[src/rtl/symm_fetch_pkg.sv]
// symm_pkg: shared types and helpers for the symmetric-matrix operand fetch sequencer.
package symm_pkg;

    localparam int SYMM_DW = 32;
    localparam int SYMM_IW = 3;

    function automatic int idx_w(input int n);
        return (n > 1) ? $clog2(n) : 1;
    endfunction

    typedef enum logic [1:0] {IDLE, FETCH, DRAIN, DONE} state_t;

    // Beat layout for the default configuration; the top packs beats in this field order.
    typedef struct packed {
        logic [SYMM_DW-1:0] a;
        logic [SYMM_DW-1:0] b;
        logic [SYMM_DW-1:0] c;
        logic               k_last;
        logic [SYMM_IW-1:0] row_i;
        logic [SYMM_IW-1:0] col_j;
    } symm_beat_t;

endpackage

[src/rtl/symm_fetch_fifo.sv]
// symm_fetch_fifo: 2-entry beat FIFO with occupancy count and synchronous flush.
module symm_fetch_fifo #(
    parameter int W = 8
) (
    input  logic         clk,
    input  logic         rst_n,
    input  logic         flush,
    input  logic         push,
    input  logic [W-1:0] din,
    input  logic         pop,
    output logic [W-1:0] dout,
    output logic [1:0]   count
);

    logic [W-1:0] mem_q [2];
    logic         wr_ptr;
    logic         rd_ptr;

    always_ff @(posedge clk or negedge rst_n) begin
        if (!rst_n) begin
            mem_q[0] <= '0;
            mem_q[1] <= '0;
            wr_ptr   <= 1'b0;
            rd_ptr   <= 1'b0;
            count    <= 2'd0;
        end else if (flush) begin
            wr_ptr <= 1'b0;
            rd_ptr <= 1'b0;
            count  <= 2'd0;
        end else begin
            if (push) begin
                mem_q[wr_ptr] <= din;
                wr_ptr        <= ~wr_ptr;
            end
            if (pop) begin
                rd_ptr <= ~rd_ptr;
            end
            count <= count + {1'b0, push} - {1'b0, pop};
        end
    end

    assign dout = mem_q[rd_ptr];

endmodule

[src/rtl/symm_fetch.sv]
// symm_fetch: lower-triangle operand fetch sequencer feeding the symmetric accumulate stage.
// Define SYMM_FETCH_STALL_CNT_EN to add the stall_cnt backpressure cycle counter port.
module symm_fetch
    import symm_pkg::*;
#(
    parameter int N  = 8,
    parameter int K  = 8,
    parameter int DW = SYMM_DW
) (
    input  logic                  clk,
    input  logic                  rst_n,
    input  logic                  start,
    output logic                  busy,
    output logic                  done,
    output logic [idx_w(N*K)-1:0] a_addr,
    output logic [idx_w(K*N)-1:0] b_addr,
    output logic [idx_w(N*N)-1:0] c_addr,
    output logic                  rd_en,
    input  logic [DW-1:0]         a_rdata,
    input  logic [DW-1:0]         b_rdata,
    input  logic [DW-1:0]         c_rdata,
    output logic                  out_valid,
    input  logic                  out_ready,
    output logic [DW-1:0]         Aout,
    output logic [DW-1:0]         Bout,
    output logic [DW-1:0]         Cout,
    output logic                  k_last,
`ifdef SYMM_FETCH_STALL_CNT_EN
    output logic [31:0]           stall_cnt,
`endif
    output logic [idx_w(N)-1:0]   row_i,
    output logic [idx_w(N)-1:0]   col_j
);

    localparam int IW  = idx_w(N);
    localparam int KW  = idx_w(K);
    localparam int AAW = idx_w(N*K);
    localparam int BAW = idx_w(K*N);
    localparam int CAW = idx_w(N*N);
    localparam int MW  = 1 + 2*IW;
    localparam int BW  = 3*DW + MW;

    state_t        state, state_nxt;
    logic [IW-1:0] i_q, j_q;
    logic [KW-1:0] k_q;
    logic          k_end, j_end, i_end, last_issue;
    logic          accept, issue, pop;
    logic [2:0]    occ;
    logic [1:0]    count;
    logic          vld_p1;
    logic [MW-1:0] meta_p1;
    logic [BW-1:0] head;

    assign accept    = (state == IDLE) && start;
    assign out_valid = (count != 2'd0);
    assign pop       = out_valid && out_ready;
    // Occupancy the FIFO will see once the pending read lands and this cycle's pop retires.
    assign occ       = {1'b0, count} + {2'b0, vld_p1} - {2'b0, pop};
    assign issue     = (accept || (state == FETCH)) && (occ < 3'd2);
    assign rd_en     = issue;

    assign k_end      = (k_q == KW'(K - 1));
    assign j_end      = (j_q == i_q);
    assign i_end      = (i_q == IW'(N - 1));
    assign last_issue = k_end && j_end && i_end;

    assign a_addr = AAW'(int'(i_q) * K + int'(k_q));
    assign b_addr = BAW'(int'(k_q) * N + int'(j_q));
    assign c_addr = CAW'(int'(i_q) * N + int'(j_q));

    always_comb begin
        state_nxt = state;
        busy      = 1'b0;
        done      = 1'b0;
        case (state)
            IDLE: begin
                if (accept) state_nxt = (issue && last_issue) ? DRAIN : FETCH;
            end
            FETCH: begin
                busy = 1'b1;
                if (issue && last_issue) state_nxt = DRAIN;
            end
            DRAIN: begin
                busy = 1'b1;
                if (!vld_p1 && (occ == 3'd0)) state_nxt = DONE;
            end
            DONE: begin
                done      = 1'b1;
                state_nxt = IDLE;
            end
            default: state_nxt = IDLE;
        endcase
    end

    // p0 -> p1: issue address, remember beat metadata while the memory read is in flight
    always_ff @(posedge clk or negedge rst_n) begin
        if (!rst_n) begin
            state   <= IDLE;
            i_q     <= '0;
            j_q     <= '0;
            k_q     <= '0;
            vld_p1  <= 1'b0;
            meta_p1 <= '0;
        end else begin
            state  <= state_nxt;
            vld_p1 <= issue;
            if (issue) begin
                meta_p1 <= {k_end, i_q, j_q};
                if (!k_end) begin
                    k_q <= k_q + 1'b1;
                end else begin
                    k_q <= '0;
                    if (!j_end) begin
                        j_q <= j_q + 1'b1;
                    end else begin
                        j_q <= '0;
                        i_q <= i_end ? '0 : i_q + 1'b1;
                    end
                end
            end
        end
    end

    // p1 -> output: captured read data joins its metadata in the beat FIFO
    symm_fetch_fifo #(.W(BW)) u_fifo (
        .clk   (clk),
        .rst_n (rst_n),
        .flush (accept),
        .push  (vld_p1),
        .din   ({a_rdata, b_rdata, c_rdata, meta_p1}),
        .pop   (pop),
        .dout  (head),
        .count (count)
    );

    assign {Aout, Bout, Cout, k_last, row_i, col_j} = head;

`ifdef SYMM_FETCH_STALL_CNT_EN
    function automatic logic [31:0] sat_inc(input logic [31:0] v);
        return (&v) ? v : v + 32'd1;
    endfunction

    always_ff @(posedge clk or negedge rst_n) begin
        if (!rst_n) begin
            stall_cnt <= '0;
        end else if (accept) begin
            stall_cnt <= '0;
        end else if (out_valid && !out_ready) begin
            stall_cnt <= sat_inc(stall_cnt);
        end
    end
`endif

endmodule

[config.mk]
export PLATFORM = sky130hd
export DESIGN_NAME = symm_fetch
export DESIGN_NICKNAME = d
export VERILOG_FILES = /design/src/rtl/symm_fetch_pkg.sv /design/src/rtl/symm_fetch_fifo.sv /design/src/rtl/symm_fetch.sv
export SDC_FILE = /design/constraint.sdc
export NUM_CORES = 1
export LEC_CHECK = 0
export CAP_MARGIN = 20
export CORE_ASPECT_RATIO = 1.1
export CORE_MARGIN = 1.5
export CORE_UTILIZATION = 35
export CTS_CLUSTER_DIAMETER = 100
export CTS_CLUSTER_SIZE = 28
export DETAILED_ROUTE_END_ITERATION = 10
export PLACE_DENSITY = 0.58
export SLEW_MARGIN = 20
export SYNTH_ARGS = -nofsm -noshare
export SYNTH_HDL_FRONTEND = slang
export SYNTH_SLANG_ARGS = --single-unit
[constraint.sdc]
create_clock -name clk -period 7.4 [get_ports clk]
set_input_delay 1.48 -clock clk [delete_from_list [all_inputs] [get_ports clk]]
set_output_delay 1.48 -clock clk [all_outputs]
set_load 0.02 [all_outputs]
---- After elaboration in Yosys (flattened, before gate mapping) ----
Index checks and enable logic that the tools add are counted.
word-level totals
  input bits .............................. 100
  word-level logic and storage cells ...... 80
  memories kept ........................... 0
  latch bits .............................. 0
  register bits after elaboration ......... 229
  RAM bits ................................ 0
  memory bits (read-only) ................. 0
  output and inout port bits .............. 125
cells by class
  multipliers ............................. 0
  bitwise logic cells ..................... 5
  reduce and logical (&&, ||, !) cells .... 20
  multiplexer cells ....................... 21
  shifts and indexed selects .............. 0
  div/mod/pow operators ................... 0
  add/subtract/negate cells ............... 10
  eq/ne operators ......................... 9
  order comparisons ....................... 4
operators by type and width
  cell                 number
  $mux 103             4
  $bwmux 206           1
  $demux 103 s1        1
  $add 6x3->6          3
  $mux 2               5
  $add 3x1->3 const B  3
  $mux 3               3
  $logic_and 1x1->1    8
  $pmux 2 s4           1
  $eq 3x3->1 const B   2
  $mux 1               6
  $reduce_and 3->1     2
  $reduce_bool 2->1    3
  $eq 2x2->1 const B   2
  $ge 2x2->1 const B   2
  $ne 2x2->1 const B   2
  $not 1->2            2
  $reduce_and 2->1     2
  $add 2x1->3          1
  $eq 3x3->1           1
  $logic_not 3->1      1
  $lt 3x2->1 const B   1
  $not 1->1            3
  $sub 3x1->3          1
  other kinds (9)      9

---- Logic depth before layout (Yosys ltp) ----
Gate-level depths: netlist of the first run.
  depth in word-level cells ............... 9
  depth in mapped cells ................... 12
  mapped depth without buffers ............ 12

---- Hierarchy ----
From an unflattened synthesis of the first run, not the netlist that was laid out.
unflattened totals
  cells, all modules ...................... 680
  area total of the unflattened synthesis .. 10179.8 um^2
modules (own cells, without submodules)
  module           times used  cells an instance  area an instance (um^2)
  symm_fetch_fifo  1           566                9048.7
  symm_fetch       1           114                1131.1

---- Least setup slack after synthesis of the first run ----
No wires, ideal clock.
  path type ............................... input -> output
  from .................................... input port out_ready
  to ...................................... output port rd_en
  path slack .............................. 2.569 ns
  stages on the path ...................... 9
  arrival ................................. 3.351 ns
  buffers on the path ..................... 0
  data required time ...................... 5.920 ns
  cell sequence ........................... and2_1 -> ha_1 -> inv_1 -> ha_1 -> inv_1 -> fa_1 -> xor2_2 -> or3b_2 -> clkinv_1
on the way
  word-level cells in the longest chain between the ends .. 4
RTL lines
  item               RTL line          text
  from (decl)        symm_fetch.sv:23  input logic out_ready,
  $logic_and 1x1->1  symm_fetch.sv:56  assign pop = out_valid && out_ready;
  $sub 3x1->3        symm_fetch.sv:58  assign occ = {1'b0, count} + {2'b0, vld_p1} - {2'b0, pop};
  $lt 3x2->1         symm_fetch.sv:59  assign issue = (accept || (state == FETCH)) && (occ < 3'd2);
  $logic_and 1x1->1  symm_fetch.sv:59
  to (decl)          symm_fetch.sv:18  output logic rd_en,
No other way between the ends.

---- Worst setup path in the final report of the first run ----
Ends and elaborated chain as after synthesis.

==> impl_metrics.env, run 1 <==
export IMPL_rsz0062_at_grt="no"
export IMPL_fin_crit_sh_pct=82.1
export IMPL_synth_compound_area_share_pct=1.27
export IMPL_cts_buffers=12
export IMPL_clockPowerShare_pct=12.8
export IMPL_synth_edff_count=0
export IMPL_cp_max_fo=13
export IMPL_nets=991
export IMPL_yosysMostFrequentCell="mux2_2"
export IMPL_slew_violations=0
export IMPL_setup_violations=0
export IMPL_grt_ovfl_total=0
export IMPL_cp_start_kind="input pin"
export IMPL_arrival_ns=4.60
export IMPL_netlist_instances=679
export IMPL_die_w_um=165
export IMPL_synth_flop_cell="dfrtp_1"
export IMPL_timing_fmax_mhz=165
export IMPL_tns_ns=0
export IMPL_synth_top_area_share_pct=56.7
export IMPL_synth_xor_area_share_pct=0.594
export IMPL_drive_gt1_share_pct=39.3
export IMPL_grt_start_max_net_pins=118
export IMPL_yosys_warnings=0
export IMPL_synth_top_family_by_area="multiplexers"
export IMPL_ctsHoldBuffers=0
export IMPL_wire_per_inst_um=17.6
export IMPL_clk_pin_slew_worst_paths_ns=0.11
export IMPL_slew_headroom_pct=34.2
export IMPL_detail_route_antenna_nets=0
export IMPL_max_cap_violations=0
export IMPL_drt_iter0_drc=173
export IMPL_die_h_um=181
export IMPL_pwr_share_comb_pct=50.5
export IMPL_yosysUniqueCellTypes=40
export IMPL_yosys_top_cells_count="310 x mux2_2, 229 x dfrtp_1, 30 x nand2_1"
export IMPL_viasPerCell=4.82
export IMPL_synth_area_per_cell_um2=14.9
export IMPL_worstSetupPathType="input pin to output port"
export IMPL_cts_root_buf="clkbuf_16"
export IMPL_yosys_top_cells_area="dfrtp_1 57%, mux2_2 35%, ha_1 1.4%, buf_4 1.2%, buf_2 1.1%"
export IMPL_rows=65
export IMPL_synth_seq_cells=229
export IMPL_area_growth_pct=28.6
export IMPL_io_pins=225
export IMPL_start_util_pct=35.4
export IMPL_grt_usage_pct=14.6
export IMPL_post_cts_resized=0
export IMPL_grt_antenna_before_repair=0
export IMPL_leakage_nw=5.56
export IMPL_grt_pass1_wl_um=35200
export IMPL_dieArea_um2=29900
export IMPL_max_vdd_ir_drop_mv=0.269
export IMPL_clkLatencyLatePin_ns=0.49
export IMPL_synthSimpleGateAreaFrac_pct=2.41
export IMPL_intPower_mw=3.85
export IMPL_startpoint="out_ready"
export IMPL_tightest_slew_ns=0.987
export IMPL_synth_fp_nets=791
export IMPL_route_detailed_drc=0
export IMPL_cts_tree="built"
export IMPL_period_needed_ns=6.08
export IMPL_core_um2=28500
export IMPL_finalWirelength_um=21900
export IMPL_ys_async_sr_fraction_pct=100
export IMPL_drtPass1Iterations=4
export IMPL_gp_congestion=0.738
export IMPL_crit_required_ns=5.92
export IMPL_clock_path_buffers=3
export IMPL_power_density_nw_per_um2=455
export IMPL_synth_adder_area_share_pct=1.56
export IMPL_cp_end_kind="output port"
export IMPL_vias=6022
export IMPL_synth_largest_area_cell="dfrtp_1"
export IMPL_pwr_share_seq_pct=36.7
export IMPL_diodes=0
export IMPL_status="finished clean"
export IMPL_p_switching_mw=2.06
export IMPL_postCtsSetupBuffers=0
export IMPL_hpwl_um=14000
export IMPL_r2r_start="u_fifo.count[1]"
export IMPL_swShare_pct=34.9
export IMPL_finalHoldViolations=0
export IMPL_syn_area_um2=10100
export IMPL_hold_slack_ns=0.511
export IMPL_muxShareOfSynthArea_pct=34.6
export IMPL_yosysSeqAreaShare_pct=56.7
export IMPL_hp_start="u_fifo.mem_q[174]"
export IMPL_clock_sinks=229
export IMPL_fin_skew_ns=0.0215
export IMPL_grt_pass1_vias=6444
export IMPL_htreeDepth=1
export IMPL_io_buffers=224
export IMPL_hold_path_class="register to register"
cells in the final DEF (no fill, tap or decap), types with 2 or more instances in the layout:
master,count
xnor2_1,2
ha_1,11
clkbuf_16,13
nor3_1,2
dfrtp_1,228
clkdlybuf4s50_1,223
o22ai_1,2
and2_1,2
nand2b_1,2
o21ai_0,5
a21oi_1,3
nor2_1,2
mux2_2,310
a21o_1,2
buf_4,7
nand2_1,30
inv_1,7
xor2_1,3
through the flow:
step           utilization, %  std cells  instance area, um2  power [mW]  setup slack, ns
2_1_floorplan               -        679               10100        4.01             2.57
3_3_place_gp             44.3       1233               12600        5.19             1.36
3_5_place_dp             44.3       1233               12600        5.22             1.31
4_1_cts                  45.5       1249               13000        6.01             1.31
5_1_grt                  45.5       1249               13000        6.29             1.14
6_report                 45.5       1249               13000        5.91             1.32
routing by layer:
metal | vias up | wire length, um | global-route usage (%)
met4 | 0 | 357 | 3.35
met1 | 3097 | 9810 | 19.5
met3 | 19 | 1150 | 2.43
met2 | 132 | 10600 | 24.8
met5 | - | 0 | 0
li1 | 2774 | - | -
final cells by class:
| cell class | instances | area, um2 |
|---|---|---|
| fill | 2582 | 15500 |
| sequential | 229 | 5730 |
| multi-input combinational | 397 | 4110 |
| timing repair buffer | 231 | 2300 |
| tap | 368 | 460 |
| clock buffer | 14 | 339 |
| inverter | 8 | 30.0 |
| clock inverter | 2 | 23.8 |
critical path, stage by stage:
cell	delay, ns
clkdlybuf4s50_1	0.45
and2_1	0.16
ha_1	0.25
inv_1	0.06
ha_1	0.13
inv_1	0.05
fa_1	0.40
xor2_2	0.19
or3b_2	0.60
clkinv_1	0.21
clkdlybuf4s50_1	0.64
cell families (layout without fill, tap and decap cells):
| family | count (synthesis) | in the layout |
|---|---|---|
| DFF | 229 | 229 |
| and+or+nand+nor | 49 | 49 |
| AOI/OAI and AO/OA | 19 | 19 |
| adders and majority gates | 12 | 12 |
| muxes | 311 | 311 |
| buffers and inverters | 53 | 255 |
| xor gates and xnor gates | 6 | 6 |
power by group through the flow:
stage / logic [mW] / clock network [mW] / registers (mW)
global route: 3.19 / 0.847 / 2.25
global placement: 3.01 / 0 / 2.19
floorplan: 1.97 / 0 / 2.05
CTS: 3.03 / 0.801 / 2.17
detailed placement: 3.02 / 0 / 2.20
finish: 2.98 / 0.759 / 2.17
final timing paths:
kind,end,slack [ns],cells past startpoint
setup / recovery,rd_en,1.32,11
hold / removal,u_fifo.mem_q[174],0.51,1
setup reg to reg,state[1],4.19,11
hold reg to reg,u_fifo.mem_q[174],0.51,1
max in group asynchronous,u_fifo.rd_ptr,4.75,2
min in group asynchronous,u_fifo.mem_q[204],1.03,1
flip-flops by register name, indices dropped and copies added (netlist names):
signal,cells
state,2
k_q,3
u_fifo.wr_ptr,1
vld_p1,1
u_fifo.mem_q,206
j_q,3
u_fifo.count,2
i_q,3
meta_p1,7
u_fifo.rd_ptr,1
Power figures use the tool's default switching activity.
==> run 2: changes to the inputs <==
--- a/config.mk
+++ b/config.mk
@@ -12,7 +12,7 @@
 export CTS_CLUSTER_DIAMETER = 100
 export CTS_CLUSTER_SIZE = 28
 export DETAILED_ROUTE_END_ITERATION = 10
-export PLACE_DENSITY = 0.58
+export PLACE_DENSITY = 0.6
 export SLEW_MARGIN = 20
 export SYNTH_ARGS = -nofsm -noshare
 export SYNTH_HDL_FRONTEND = slang
==> constraint.sdc (replaced) <==
create_clock -name clk -period 5.3 [get_ports clk]
set_input_delay 1.06 -clock clk [delete_from_list [all_inputs] [get_ports clk]]
set_output_delay 1.06 -clock clk [all_outputs]
set_load 0.02 [all_outputs]
==> run 2 against run 1 <==
Against the previous run: sequential power is 39% higher; first-iteration DRC count rose by 30%; clock power is 40% higher; worst hold slack worse by 0.0010 ns; cell count is 0.40% higher; clock skew fell by 0.0055 ns; critical endpoint unchanged; sequential share of layout area fell by 0.25 points.
==> impl_metrics.env, run 2 (synthesis results as in run 1) <==
export IMPL_critical_path_max_stage_delay_ns=0.59
export IMPL_route_detailed_drc=0
export IMPL_slew_violations=0
export IMPL_die_h_um=181
export IMPL_slew_headroom_pct=40.9
export IMPL_grt_antenna_before_repair=0
export IMPL_place_area_um2=12700
export IMPL_worstPathCellList="clkdlybuf4s50_1 > and2_1 > ha_1 > inv_1 > ha_1 > inv_1 > fa_1 > xor2_2 > or3b_2 > clkinv_1 > clkdlybuf4s50_1"
export IMPL_post_cts_resized=0
export IMPL_path_depth=11
export IMPL_fin_area_um2=13100
export IMPL_grt_ovfl_total=0
export IMPL_drt_iter0_drc=225
export IMPL_max_vdd_ir_drop_mv=0.375
export IMPL_hpwl_um=14300
export IMPL_power_density_nw_per_um2=634
export IMPL_diodes=0
export IMPL_crit_required_ns=4.24
export IMPL_clkLatencyLatePin_ns=0.47
export IMPL_max_cap_violations=0
export IMPL_fin_crit_sh_pct=92.4
export IMPL_grt_usage_pct=14.6
export IMPL_area_growth_pct=29.3
export IMPL_core_um2=28500
export IMPL_setup_violations=0
export IMPL_arrival_ns=3.84
export IMPL_tightest_slew_ns=0.887
export IMPL_postCtsSetupBuffers=0
export IMPL_dieArea_um2=29900
export IMPL_cp_top_family="buffers and inverters"
export IMPL_rows=65
export IMPL_fin_skew_ns=0.0160
export IMPL_clock_sinks=229
export IMPL_period_needed_ns=4.90
export IMPL_reg2regPathDepth=11
export IMPL_viasPerCell=4.79
export IMPL_wire_per_inst_um=17.4
export IMPL_worstSetupPathType="input pin to output port"
export IMPL_cp_end_kind="output port"
export IMPL_clock_path_buffers=3
export IMPL_grt_start_max_net_pins=113
export IMPL_drive_gt1_share_pct=39.4
export IMPL_io_buffers=224
export IMPL_largest_register_ffs=206
export IMPL_gp_congestion=0.733
export IMPL_io_pins=225
export IMPL_final_common_cell="mux2_2"
export IMPL_cts_root_buf="clkbuf_16"
export IMPL_timing_fmax_mhz=204
export IMPL_clk_pin_slew_worst_paths_ns=0.11
export IMPL_cp_start_kind="input pin"
export IMPL_ctsHoldBuffers=0
export IMPL_grt_pass1_vias=6353
export IMPL_final_cell_mix="310 x mux2_2, 228 x dfrtp_1, 223 x clkdlybuf4s50_1"
export IMPL_die_w_um=165
export IMPL_tns_ns=0
export IMPL_hold_path_class="input pin to async pin"
export IMPL_slowest_stage="clkdlybuf4s50_1"
export IMPL_htreeDepth=1
export IMPL_detail_route_antenna_nets=0
export IMPL_leakage_nw=5.59
export IMPL_start_util_pct=35.4
export IMPL_rsz0062_at_grt="no"
export IMPL_nets=993
export IMPL_largest_register="u_fifo.mem_q"
export IMPL_reg_largest_list="u_fifo.mem_q (206), meta_p1 (7)"
export IMPL_grt_pass1_wl_um=34800
export IMPL_finalHoldViolations=0
export IMPL_drtPass1Iterations=4
export IMPL_vias=6001
export IMPL_cts_buffers=12
export IMPL_path_buf_inv=5
export IMPL_cts_tree="built"
export IMPL_total_power_mw=8.29
export IMPL_finalWirelength_um=21800
export IMPL_status="finished clean"
export IMPL_cp_max_fo=3
[run 2: layer usage]
layer / GRT usage, % / routed length, um / vias to the layer above
met1: 18.9 / 9500 / 3079
met4: 3.24 / 277 / 0
li1: - / - / 2789
met3: 2.87 / 1260 / 14
met5: 0 / 0 / -
met2: 25.0 / 10700 / 119
[run 2: area by class of cell]
type	count	area (um2)
inverter	8	30.0
sequential	229	5730
timing repair buffer	233	2350
fill	2592	15500
multi-input combinational	397	4110
clock buffer	17	360
clock inverter	2	23.8
tap	368	460
[run 2: final timing paths]
path / start / end / slack (ns)
worst max register to register: u_fifo.count[1] / state[1] / 2.17
worst min-delay path: rst_n / u_fifo.mem_q[201] / 0.51
max in group asynchronous: rst_n / u_fifo.rd_ptr / 3.66
min in group clk: u_fifo.mem_q[31] / u_fifo.mem_q[31] / 0.51
worst max-delay path: out_ready / rd_en / 0.40
worst min register to register: u_fifo.mem_q[31] / u_fifo.mem_q[31] / 0.51
[run 2: power breakdown]
part	switching (mW)	internal (mW)	total (mW)
Combinational	1.84	2.38	4.22
Sequential	0.463	2.55	3.01
Clock	0.573	0.487	1.06
[run 2: worst register-to-register path, stage by stage (launching register included)]
cell and delay [ns]:
dfrtp_1 0.45, or2_2 0.32, and2_1 0.18, ha_1 0.27
inv_1 0.05, ha_1 0.13, inv_1 0.05, fa_1 0.39
xor2_2 0.19, a221oi_1 0.54, o22ai_1 0.13, or3_1 0.31
[run 2: per-stage QoR]
| stage | setup WS, ns | cells | utilization [%] | hold WS [ns] |
|---|---|---|---|---|
| 2_1_floorplan | 1.31 | 679 | - | 0.459 |
| 4_1_cts | 0.380 | 1254 | 45.8 | 0.513 |
| 5_1_grt | 0.255 | 1254 | 45.8 | 0.523 |
| 3_5_place_dp | 0.392 | 1235 | 44.4 | 0.487 |
| 6_report | 0.403 | 1254 | 45.8 | 0.510 |
| 3_3_place_gp | 0.392 | 1235 | 44.4 | 0.480 |
==> run 3: changes to the inputs <==
--- a/config.mk
+++ b/config.mk
@@ -12,6 +12,7 @@
 export CTS_CLUSTER_DIAMETER = 100
 export CTS_CLUSTER_SIZE = 28
 export DETAILED_ROUTE_END_ITERATION = 10
+export MAX_ROUTING_LAYER = met4
 export PLACE_DENSITY = 0.6
 export SLEW_MARGIN = 20
 export SYNTH_ARGS = -nofsm -noshare
==> run 3 against run 2 <==
Against the previous run: count of clock-buffer cells in the layout unchanged; largest cell class unchanged; die area unchanged; highest routed layer unchanged; register-to-register slack about the same; first-iteration DRC count up 5.8%; critical endpoint unchanged.
==> impl_metrics.env, run 3 (synthesis results as in run 1) <==
export IMPL_diodes=0
export IMPL_hold_path_class="register to register"
export IMPL_r2r_start="u_fifo.count[1]"
export IMPL_slowest_stage="clkdlybuf4s50_1"
export IMPL_hp_start="u_fifo.mem_q[31]"
export IMPL_postCtsSetupBuffers=0
export IMPL_seqCellArea_um2=5730
export IMPL_detail_route_antenna_nets=0
export IMPL_io_buffers=224
export IMPL_drtPass1Iterations=4
export IMPL_drt_met1_wl_um=9480
export IMPL_gp_congestion=0.742
export IMPL_ctsHoldBuffers=0
export IMPL_rrSetupSlack_ns=2.17
export IMPL_cp_max_fo=3
export IMPL_drt_iter0_drc=238
export IMPL_final_cell_mix="310 x mux2_2, 228 x dfrtp_1, 223 x clkdlybuf4s50_1"
export IMPL_crit_required_ns=4.24
export IMPL_max_vdd_ir_drop_mv=0.376
export IMPL_clock_sinks=229
export IMPL_largest_register="u_fifo.mem_q"
export IMPL_path_buf_inv=5
export IMPL_grt_antenna_before_repair=0
export IMPL_grt_ovfl_total=0
export IMPL_multiInputGateArea_um2=4110
export IMPL_grt_pass1_vias=6337
export IMPL_met2_length_um=10800
export IMPL_finalWirelength_um=21700
export IMPL_final_common_cell="mux2_2"
export IMPL_power_density_nw_per_um2=634
export IMPL_rows=65
export IMPL_worstPathCellList="clkdlybuf4s50_1 > and2_1 > ha_1 > inv_1 > ha_1 > inv_1 > fa_1 > xor2_2 > or3b_2 > clkinv_1 > clkdlybuf4s50_1"
export IMPL_leakage_nw=5.59
export IMPL_postLayoutCoreUtil_pct=45.8
export IMPL_reg2regPathDepth=11
export IMPL_timing_fmax_mhz=204
export IMPL_grt_usage_pct=15.0
export IMPL_finalHoldViolations=0
export IMPL_start_util_pct=35.4
export IMPL_io_pins=225
export IMPL_htreeDepth=1
export IMPL_clock_path_buffers=3
export IMPL_largest_register_ffs=206
export IMPL_nets=993
export IMPL_fillCellCount=2592
export IMPL_wl_met3_um=1200
export IMPL_hpwl_um=14300
export IMPL_wire_per_inst_um=17.3
export IMPL_drive_gt1_share_pct=39.4
export IMPL_dieArea_um2=29900
export IMPL_whs_path_depth=1
export IMPL_cts_root_buf="clkbuf_16"
export IMPL_vias=6017
export IMPL_die_h_um=181
export IMPL_clkLatencyLatePin_ns=0.47
export IMPL_startpoint="out_ready"
export IMPL_route_detailed_drc=0
export IMPL_cts_tree="built"
export IMPL_grt_pass1_wl_um=34800
export IMPL_viasPerCell=4.80
export IMPL_rsz0062_at_grt="no"
export IMPL_reg_largest_list="u_fifo.mem_q (206), meta_p1 (7)"
export IMPL_setup_violations=0
export IMPL_grt_start_max_net_pins=113
export IMPL_status="finished clean"
export IMPL_cp_end_kind="output port"
export IMPL_core_um2=28500
export IMPL_critical_path_max_stage_delay_ns=0.59
export IMPL_die_w_um=165
export IMPL_cts_buffers=12
export IMPL_clk_pin_slew_worst_paths_ns=0.10
export IMPL_area_growth_pct=29.3
export IMPL_slew_headroom_pct=40.7
export IMPL_post_cts_resized=0
export IMPL_arrival_ns=3.84
export IMPL_period_needed_ns=4.90
export IMPL_top_layer_used="met4"
export IMPL_cp_start_kind="input pin"
export IMPL_tns_ns=0
export IMPL_fin_crit_sh_pct=92.4
export IMPL_cp_top_family="buffers and inverters"
export IMPL_worstSetupPathType="input pin to output port"
export IMPL_fin_skew_ns=0.0162
export IMPL_slew_violations=0
export IMPL_max_cap_violations=0
export IMPL_tightest_slew_ns=0.889
export IMPL_path_depth=11
[run 3: cell counts in the layout (fill, tap and decap cells not counted)]
No cell type changed its count.
[run 3: worst paths after layout]
check,end
max,rd_en
min,u_fifo.mem_q[31]
max reg2reg,state[1]
min reg2reg,u_fifo.mem_q[31]
max in group asynchronous,u_fifo.rd_ptr
min in group asynchronous,u_fifo.mem_q[201]
[run 3: where the power goes]
part | internal (mW) | switching [mW] | total, mW
sequential | 2.55 | 0.462 | 3.01
clock | 0.487 | 0.572 | 1.06
combinational | 2.38 | 1.83 | 4.22
total | 5.42 | 2.87 | 8.28
[run 3: routing by layer]
layer  track usage, %  vias up
li1                 -     2787
met1             19.1     3098
met2             24.9      118
met3             2.71       14
met4             3.24        0
met5                -        -
[run 3: per-stage QoR]
| step | instances | worst slack (ns) | area (um2) | hold WS (ns) | power, mW |
|---|---|---|---|---|---|
| after floorplan | 679 | 1.31 | 10100 | 0.459 | 5.60 |
| after global placement | 1235 | 0.392 | 12700 | 0.480 | 7.29 |
| after detailed placement | 1235 | 0.392 | 12700 | 0.487 | 7.33 |
| after CTS | 1254 | 0.380 | 13100 | 0.513 | 8.43 |
| after global routing | 1254 | 0.255 | 13100 | 0.523 | 8.83 |
| final | 1254 | 0.401 | 13100 | 0.509 | 8.28 |
[run 3: final cells by class]
class	count	share of cell area, %
Clock inverter	2	0.182
Timing Repair Buffer	233	18.0
Inverter	8	0.230
Sequential cell	229	43.9
Multi-Input combinational cell	397	31.5
Tap cell	368	3.52
Clock buffer	17	2.76
